[config.mk]
export PLATFORM = sky130hd
export DESIGN_NAME = mips_instr_encoder
export DESIGN_NICKNAME = d
export VERILOG_FILES = /design/src/rtl/mips_instr_encoder.sv
export SDC_FILE = /design/constraint.sdc
export NUM_CORES = 1
export LEC_CHECK = 0
export CORE_MARGIN = 2
export CORE_UTILIZATION = 46
export CTS_CLUSTER_DIAMETER = 80
export DETAILED_ROUTE_END_ITERATION = 10
export PLACE_DENSITY = 0.89
export SYNTH_ARGS = -nofsm -noshare
export SYNTH_HDL_FRONTEND = slang
export SYNTH_SLANG_ARGS = --single-unit
[constraint.sdc]
create_clock -name clk -period 2.1 [get_ports clk]
set_input_delay 0.42 -clock clk [delete_from_list [all_inputs] [get_ports clk]]
set_output_delay 0.42 -clock clk [all_outputs]
set_load 0.05 [all_outputs]
[src/rtl/mips_instr_encoder.sv]
//==============================================================================
// mips_instr_encoder : encodes mnemonic+field requests into 32-bit MIPS words,
//   buffers them in a FIFO and writes them to instruction memory at consecutive
//   word addresses. Optional macro: MIPS_ENC_SEXT_CHECK_EN (immediate range check).
// Revision: 1.0
//==============================================================================
`default_nettype none

module mips_instr_encoder #(
  parameter int unsigned DEPTH  = 4,
  parameter int unsigned ADDR_W = 32
) (
  input  logic              clk,
  input  logic              reset,
  input  logic              in_valid,
  output logic              in_ready,
  input  logic [4:0]        in_op,
  input  logic [4:0]        in_rs,
  input  logic [4:0]        in_rt,
  input  logic [4:0]        in_rd,
  input  logic [4:0]        in_shamt,
  input  logic [15:0]       in_imm,
`ifdef MIPS_ENC_SEXT_CHECK_EN
  input  logic [15:0]       in_imm_hi,
`endif
  input  logic [25:0]       in_target,
  input  logic              base_load,
  input  logic [ADDR_W-1:0] base_addr,
  output logic              mem_we,
  output logic [ADDR_W-1:0] mem_addr,
  output logic [31:0]       mem_wdata,
  input  logic              mem_ready,
  output logic              err,
  output logic [15:0]       count
);

  localparam int unsigned    PTR_W   = (DEPTH > 1) ? $clog2(DEPTH) : 1;
  localparam logic [PTR_W:0] C_DEPTH = (PTR_W + 1)'(DEPTH);

  localparam logic [4:0] OP_ADD   = 5'd0;
  localparam logic [4:0] OP_ADDU  = 5'd1;
  localparam logic [4:0] OP_SUB   = 5'd2;
  localparam logic [4:0] OP_SUBU  = 5'd3;
  localparam logic [4:0] OP_AND   = 5'd4;
  localparam logic [4:0] OP_OR    = 5'd5;
  localparam logic [4:0] OP_XOR   = 5'd6;
  localparam logic [4:0] OP_NOR   = 5'd7;
  localparam logic [4:0] OP_SLT   = 5'd8;
  localparam logic [4:0] OP_SLTU  = 5'd9;
  localparam logic [4:0] OP_SLL   = 5'd10;
  localparam logic [4:0] OP_SRL   = 5'd11;
  localparam logic [4:0] OP_SRA   = 5'd12;
  localparam logic [4:0] OP_SLLV  = 5'd13;
  localparam logic [4:0] OP_SRLV  = 5'd14;
  localparam logic [4:0] OP_SRAV  = 5'd15;
  localparam logic [4:0] OP_JR    = 5'd16;
  localparam logic [4:0] OP_LW    = 5'd17;
  localparam logic [4:0] OP_SW    = 5'd18;
  localparam logic [4:0] OP_BEQ   = 5'd19;
  localparam logic [4:0] OP_BNE   = 5'd20;
  localparam logic [4:0] OP_ADDI  = 5'd21;
  localparam logic [4:0] OP_ADDIU = 5'd22;
  localparam logic [4:0] OP_ANDI  = 5'd23;
  localparam logic [4:0] OP_ORI   = 5'd24;
  localparam logic [4:0] OP_XORI  = 5'd25;
  localparam logic [4:0] OP_SLTI  = 5'd26;
  localparam logic [4:0] OP_SLTIU = 5'd27;
  localparam logic [4:0] OP_J     = 5'd28;
  localparam logic [4:0] OP_JAL   = 5'd29;
  localparam logic [4:0] OP_LUI   = 5'd30;

  // ---------------------------------------------------------------- encoder
  logic        is_r;
  logic        is_j;
  logic        legal;
  logic        shift_imm;
  logic        sext_op;
  logic [5:0]  opcode;
  logic [5:0]  funct;
  logic [4:0]  rs_f;
  logic [4:0]  rt_f;
  logic [4:0]  rd_f;
  logic [4:0]  sh_f;
  logic [31:0] enc_word;

  always_comb begin
    is_r    = 1'b0;
    is_j    = 1'b0;
    legal   = 1'b1;
    sext_op = 1'b0;
    opcode  = 6'h00;
    funct   = 6'h00;
    case (in_op)
      OP_ADD:   begin is_r = 1'b1; funct = 6'h20; end
      OP_ADDU:  begin is_r = 1'b1; funct = 6'h21; end
      OP_SUB:   begin is_r = 1'b1; funct = 6'h22; end
      OP_SUBU:  begin is_r = 1'b1; funct = 6'h23; end
      OP_AND:   begin is_r = 1'b1; funct = 6'h24; end
      OP_OR:    begin is_r = 1'b1; funct = 6'h25; end
      OP_XOR:   begin is_r = 1'b1; funct = 6'h26; end
      OP_NOR:   begin is_r = 1'b1; funct = 6'h27; end
      OP_SLT:   begin is_r = 1'b1; funct = 6'h2A; end
      OP_SLTU:  begin is_r = 1'b1; funct = 6'h2B; end
      OP_SLL:   begin is_r = 1'b1; funct = 6'h00; end
      OP_SRL:   begin is_r = 1'b1; funct = 6'h02; end
      OP_SRA:   begin is_r = 1'b1; funct = 6'h03; end
      OP_SLLV:  begin is_r = 1'b1; funct = 6'h04; end
      OP_SRLV:  begin is_r = 1'b1; funct = 6'h06; end
      OP_SRAV:  begin is_r = 1'b1; funct = 6'h07; end
      OP_JR:    begin is_r = 1'b1; funct = 6'h08; end
      OP_LW:    begin opcode = 6'h23; sext_op = 1'b1; end
      OP_SW:    begin opcode = 6'h2B; sext_op = 1'b1; end
      OP_BEQ:   begin opcode = 6'h04; sext_op = 1'b1; end
      OP_BNE:   begin opcode = 6'h05; sext_op = 1'b1; end
      OP_ADDI:  begin opcode = 6'h08; sext_op = 1'b1; end
      OP_ADDIU: begin opcode = 6'h09; sext_op = 1'b1; end
      OP_ANDI:  opcode = 6'h0C;
      OP_ORI:   opcode = 6'h0D;
      OP_XORI:  opcode = 6'h0E;
      OP_SLTI:  begin opcode = 6'h0A; sext_op = 1'b1; end
      OP_SLTIU: begin opcode = 6'h0B; sext_op = 1'b1; end
      OP_J:     begin is_j = 1'b1; opcode = 6'h02; end
      OP_JAL:   begin is_j = 1'b1; opcode = 6'h03; end
      OP_LUI:   opcode = 6'h0F;
      default:  legal = 1'b0;
    endcase
`ifdef MIPS_ENC_SEXT_CHECK_EN
    // Immediate must be the sign-extended form of the intended 32-bit value.
    if (sext_op && (in_imm_hi != {16{in_imm[15]}})) begin
      legal = 1'b0;
    end
`endif
  end

  always_comb begin
    shift_imm = (in_op == OP_SLL) || (in_op == OP_SRL) || (in_op == OP_SRA);
    rs_f      = (shift_imm || (in_op == OP_LUI)) ? 5'd0 : in_rs;
    rt_f      = (in_op == OP_JR) ? 5'd0 : in_rt;
    rd_f      = (in_op == OP_JR) ? 5'd0 : in_rd;
    sh_f      = shift_imm ? in_shamt : 5'd0;
    if (is_r) begin
      enc_word = {6'h00, rs_f, rt_f, rd_f, sh_f, funct};
    end else if (is_j) begin
      enc_word = {opcode, in_target};
    end else begin
      enc_word = {opcode, rs_f, rt_f, in_imm};
    end
  end

  // ---------------------------------------------------------------- FIFO
  logic [31:0]      fifo_q [DEPTH];
  logic [PTR_W-1:0] wr_ptr_q;
  logic [PTR_W-1:0] wr_ptr_d;
  logic [PTR_W-1:0] rd_ptr_q;
  logic [PTR_W-1:0] rd_ptr_d;
  logic [PTR_W:0]   occ_q;
  logic [PTR_W:0]   occ_d;
  logic             full;
  logic             empty;
  logic             accept;
  logic             push;
  logic             pop;

  assign full     = (occ_q == C_DEPTH);
  assign empty    = (occ_q == '0);
  assign in_ready = !full;
  assign accept   = in_valid && in_ready;
  assign push     = accept && legal;
  assign pop      = !empty && mem_ready;

  always_comb begin
    wr_ptr_d = wr_ptr_q;
    rd_ptr_d = rd_ptr_q;
    occ_d    = occ_q;
    if (push) begin
      wr_ptr_d = wr_ptr_q + 1'b1;
    end
    if (pop) begin
      rd_ptr_d = rd_ptr_q + 1'b1;
    end
    case ({push, pop})
      2'b10:   occ_d = occ_q + 1'b1;
      2'b01:   occ_d = occ_q - 1'b1;
      default: occ_d = occ_q;
    endcase
  end

  always_ff @(posedge clk) begin
    if (reset) begin
      wr_ptr_q <= '0;
      rd_ptr_q <= '0;
      occ_q    <= '0;
    end else begin
      wr_ptr_q <= wr_ptr_d;
      rd_ptr_q <= rd_ptr_d;
      occ_q    <= occ_d;
    end
  end

  // Storage needs no reset: the head is masked to zero whenever the FIFO is empty.
  always_ff @(posedge clk) begin
    if (push) begin
      fifo_q[wr_ptr_q] <= enc_word;
    end
  end

  // ---------------------------------------------------------------- write side
  logic [ADDR_W-1:0] addr_q;
  logic [ADDR_W-1:0] addr_d;
  logic [15:0]       count_q;
  logic [15:0]       count_d;
  logic              err_q;
  logic              unused_ok;

  always_comb begin
    addr_d  = addr_q;
    count_d = count_q;
    if (base_load) begin
      addr_d  = {base_addr[ADDR_W-1:2], 2'b00};
      count_d = 16'd0;
    end else if (pop) begin
      addr_d  = addr_q + ADDR_W'(4);
      count_d = count_q + 16'd1;
    end
  end

  always_ff @(posedge clk) begin
    if (reset) begin
      addr_q  <= '0;
      count_q <= '0;
      err_q   <= 1'b0;
    end else begin
      addr_q  <= addr_d;
      count_q <= count_d;
      err_q   <= accept && !legal;
    end
  end

  assign unused_ok = ^base_addr[1:0];
  assign mem_we    = !empty;
  assign mem_addr  = addr_q;
  assign mem_wdata = empty ? 32'h0 : fifo_q[rd_ptr_q];
  assign err       = err_q;
  assign count     = count_q;

endmodule

`default_nettype wire

==> results.json <==
{
  "end_kind": "primary output",
  "cts_buffers": 17,
  "drive_gt1_share_pct": 26.1,
  "p_comb_share_pct": 45.8,
  "path_max_fanout": 7,
  "nets": 1044,
  "dp_hpwl_um": 15700,
  "hold_ws_ps": 496,
  "fin_ws_ps": -230,
  "ys_seq_area_share_pct": 56.6,
  "cts_sinks": 180,
  "synth_area_um2": 8560,
  "rows": 49,
  "cts.htree.levels": 4,
  "fin_skew_ps": 15.2,
  "maxCapViolCount": 0,
  "startpoint_type": "flip-flop",
  "initial_utilization_pct": 47.4,
  "stdcell_area_um2": 12300,
  "clk_latency_ps": 440,
  "p_sw_w": 0.00510,
  "violations": "setup timing",
  "syn_avg_cell_area_um2": 12.3,
  "cts_root_buf": "clkbuf_16",
  "fp.dieH_um": 140,
  "internal-power_w": 0.00894,
  "p_total_w": 0.0140,
  "num_io_pins": 187,
  "antenna_found_initial": 0,
  "grt_pass1_wl_um": 35700,
  "stdcell_count": 1174,
  "crit_type": "flip-flop to primary output",
  "finalHoldViolCount": 0,
  "dieArea_um2": 19700,
  "synthTopCellsByArea": "edfxtp_1, dfxtp_1, mux4_2, and2_1, nor2_1",
  "synth_top_area_share_pct": 43.5,
  "postPlaceCellArea_um2": 11500,
  "grt_util_all_layers_pct": 23.4,
  "grt_max_degree": 40,
  "clock_power_share_pct": 22.8,
  "finalWeightedCongestion": 0.896,
  "synth-seq-cells": 180,
  "die_width_um": 140,
  "port_buffers": 181,
  "dp.cells": 1138,
  "overflow": 0,
  "rsz0062_at_grt": "yes",
  "drt.antenna.violating_nets": 0,
  "required_ps": 1680,
  "slew_headroom_pct": 63.4,
  "cts_hold_buf": 0,
  "wirelength_um": 23100,
  "wl_per_cell_um": 19.7,
  "power.density_nw_per_um2": 1140,
  "first_global_vias": 6688,
  "status": "complete, but fails checks",
  "slew_violations": 0,
  "syn_to_final_growth_pct": 43.4,
  "postSynth.asyncResetShare_pct": 0,
  "antennaDiodeCount": 0,
  "fillers": 1204,
  "hold_start": "count[15]$_SDFFE_PP0P_",
  "drc": 0,
  "r2r-start": "occ_q[1]$_SDFFE_PP0P_",
  "synth-edff-count": 124,
  "worst_pin_slew_ps": 549,
  "first_pass_iters": 5,
  "fmax_mhz": 429,
  "setup_viol": 32,
  "synth_cell_types": 68,
  "seqPwrFrac_pct": 31.3,
  "core-area_um2": 18100,
  "reg2reg_slack_ps": -10,
  "switching_share_pct": 36.3,
  "dr.first_iter.drc_count": 424,
  "synth_top_flop_cell": "edfxtp_1",
  "worstPathArrival_ps": 1910,
  "layout_min_cycle_time_ps": 2330,
  "cts_tree": "done",
  "synth_top_area_cell": "edfxtp_1",
  "p_leak_nw": 4.75,
  "syn-instance-count": 697,
  "viasPerCell": 5.75,
  "clk_pin_slew_ps": 70,
  "min_path_type": "flip-flop to flip-flop",
  "ctsLongestPathBuffers": 2,
  "dr_total_vias": 6745,
  "period_share_pct": 111,
  "yosysWarningCount": 0,
  "ir_worst_vdd_uv": 962
}
[cell families after synthesis]
| logic type | after synthesis | share of synthesized area [%] |
|---|---|---|
| compound gates | 116 | 9.93 |
| buf+inv | 67 | 3.32 |
| simple gates | 256 | 16.6 |
| mux | 46 | 9.90 |
| xor+xnor | 23 | 2.35 |
| other cells | 1 | 0.0438 |
| flops | 180 | 56.6 |
| fa+ha+maj | 8 | 1.26 |
[routing by layer]
metal	vias to the layer above	global-route usage, %	routed length (um)	share of wire, %
li1	3138	-	-	-
met1	3261	28.3	8840	38
met2	294	40.6	12200	53
met3	52	4.58	1340	5.8
met4	0	10.6	741	3.2
met5	-	0	0	0
[critical path, stage by stage, from the launching register on]
cell and delay [ps]:
dfxtp_4 450, buf_12 160, mux4_2 520, and2_4 200, buf_12 140
[Yosys cell counts (all sizes together) (14+ instances only)]
| cell type | instances |
|---|---|
| edfxtp | 124 |
| nand3 | 22 |
| mux2i | 15 |
| mux4 | 31 |
| nand2 | 47 |
| nand4 | 18 |
| a21oi | 18 |
| nor2 | 49 |
| nor3 | 19 |
| and3 | 14 |
| and2 | 39 |
| dfxtp | 56 |
| o21ai | 22 |
| clkbuf | 26 |
| buf | 18 |
| inv | 23 |
[through the flow]
stage	utilization [%]	TNS [ps]	worst slack [ps]
after global routing	67.9	-7770	-284
after global placement	63.6	-6700	-365
after detailed placement	63.6	-14080	-432
final	67.9	-5870	-230
after CTS	67.6	-7800	-304
after floorplan	-	-93.7	-93.7
[cell usage in the layout, fill, tap and decap left out, types with 5 or more instances in the layout]
cell type	synthesis	routed
ha_1	7	6
and4_1	11	11
edfxtp_1	124	124
clkdlybuf4s50_1	0	107
mux4_2	31	31
nor3_1	17	17
inv_1	20	19
and3_1	14	14
clkinv_8	0	5
buf_4	4	69
o22ai_1	5	5
a311oi_1	9	9
a21oi_1	18	17
o21ai_1	5	5
xor2_1	12	12
dlygate4sd2_1	0	24
o211ai_1	7	7
nor4_1	5	5
nand2_1	46	45
inv_6	0	5
clkbuf_16	0	17
nor2b_1	5	5
dlymetal6s2s_1	0	8
nand4_1	16	16
nand3_1	22	21
o21ai_0	17	17
or3_1	10	10
mux2i_1	15	15
and2_4	1	32
buf_12	0	45
o2bb2ai_1	5	5
dfxtp_1	56	52
xnor2_1	11	11
nor2_1	49	47
a211oi_1	10	10
a22o_1	10	10
[final timing paths]
kind / endpoint / cells after the start
max: mem_wdata[3] / 4
min reg2reg: count[15]$_SDFFE_PP0P_ / 2
max reg2reg: occ_q[2]$_SDFFE_PP0P_ / 10
min: count[15]$_SDFFE_PP0P_ / 2
[state kept, by name, indices dropped and copies added (netlist names), named ones only]
register,flops
rd_ptr_q,2
mem_addr,30
err,1
occ_q,3
wr_ptr_q,2
fifo_q,124
count,16
[power groups by stage]
stage,Combinational [W],Clock [W],Sequential [W]
floorplan,0.00294,0,0.00459
global placement,0.00580,0,0.00442
detailed placement,0.00589,0,0.00445
CTS,0.00633,0.00323,0.00439
global route,0.00671,0.00337,0.00443
finish,0.00643,0.00320,0.00440
[area by class of cell]
class	count	area, um2	share of cell area [%]
inverter	23	86.3	0.703
timing repair buffer	258	2870	23.4
tap	229	287	2.33
sequential	180	4850	39.5
multi-input combinational	452	3580	29.2
clock inverter	15	179	1.46
clock buffer	17	425	3.46
[what timing repair did]
item,4_1_cts,5_1_grt
pin swaps,0,1
setup endpoints to repair,57,42
resized for setup,51,30
gates cloned,2,0
buffers inserted,2,2
No activity file was read; power rests on OpenSTA's default activity.
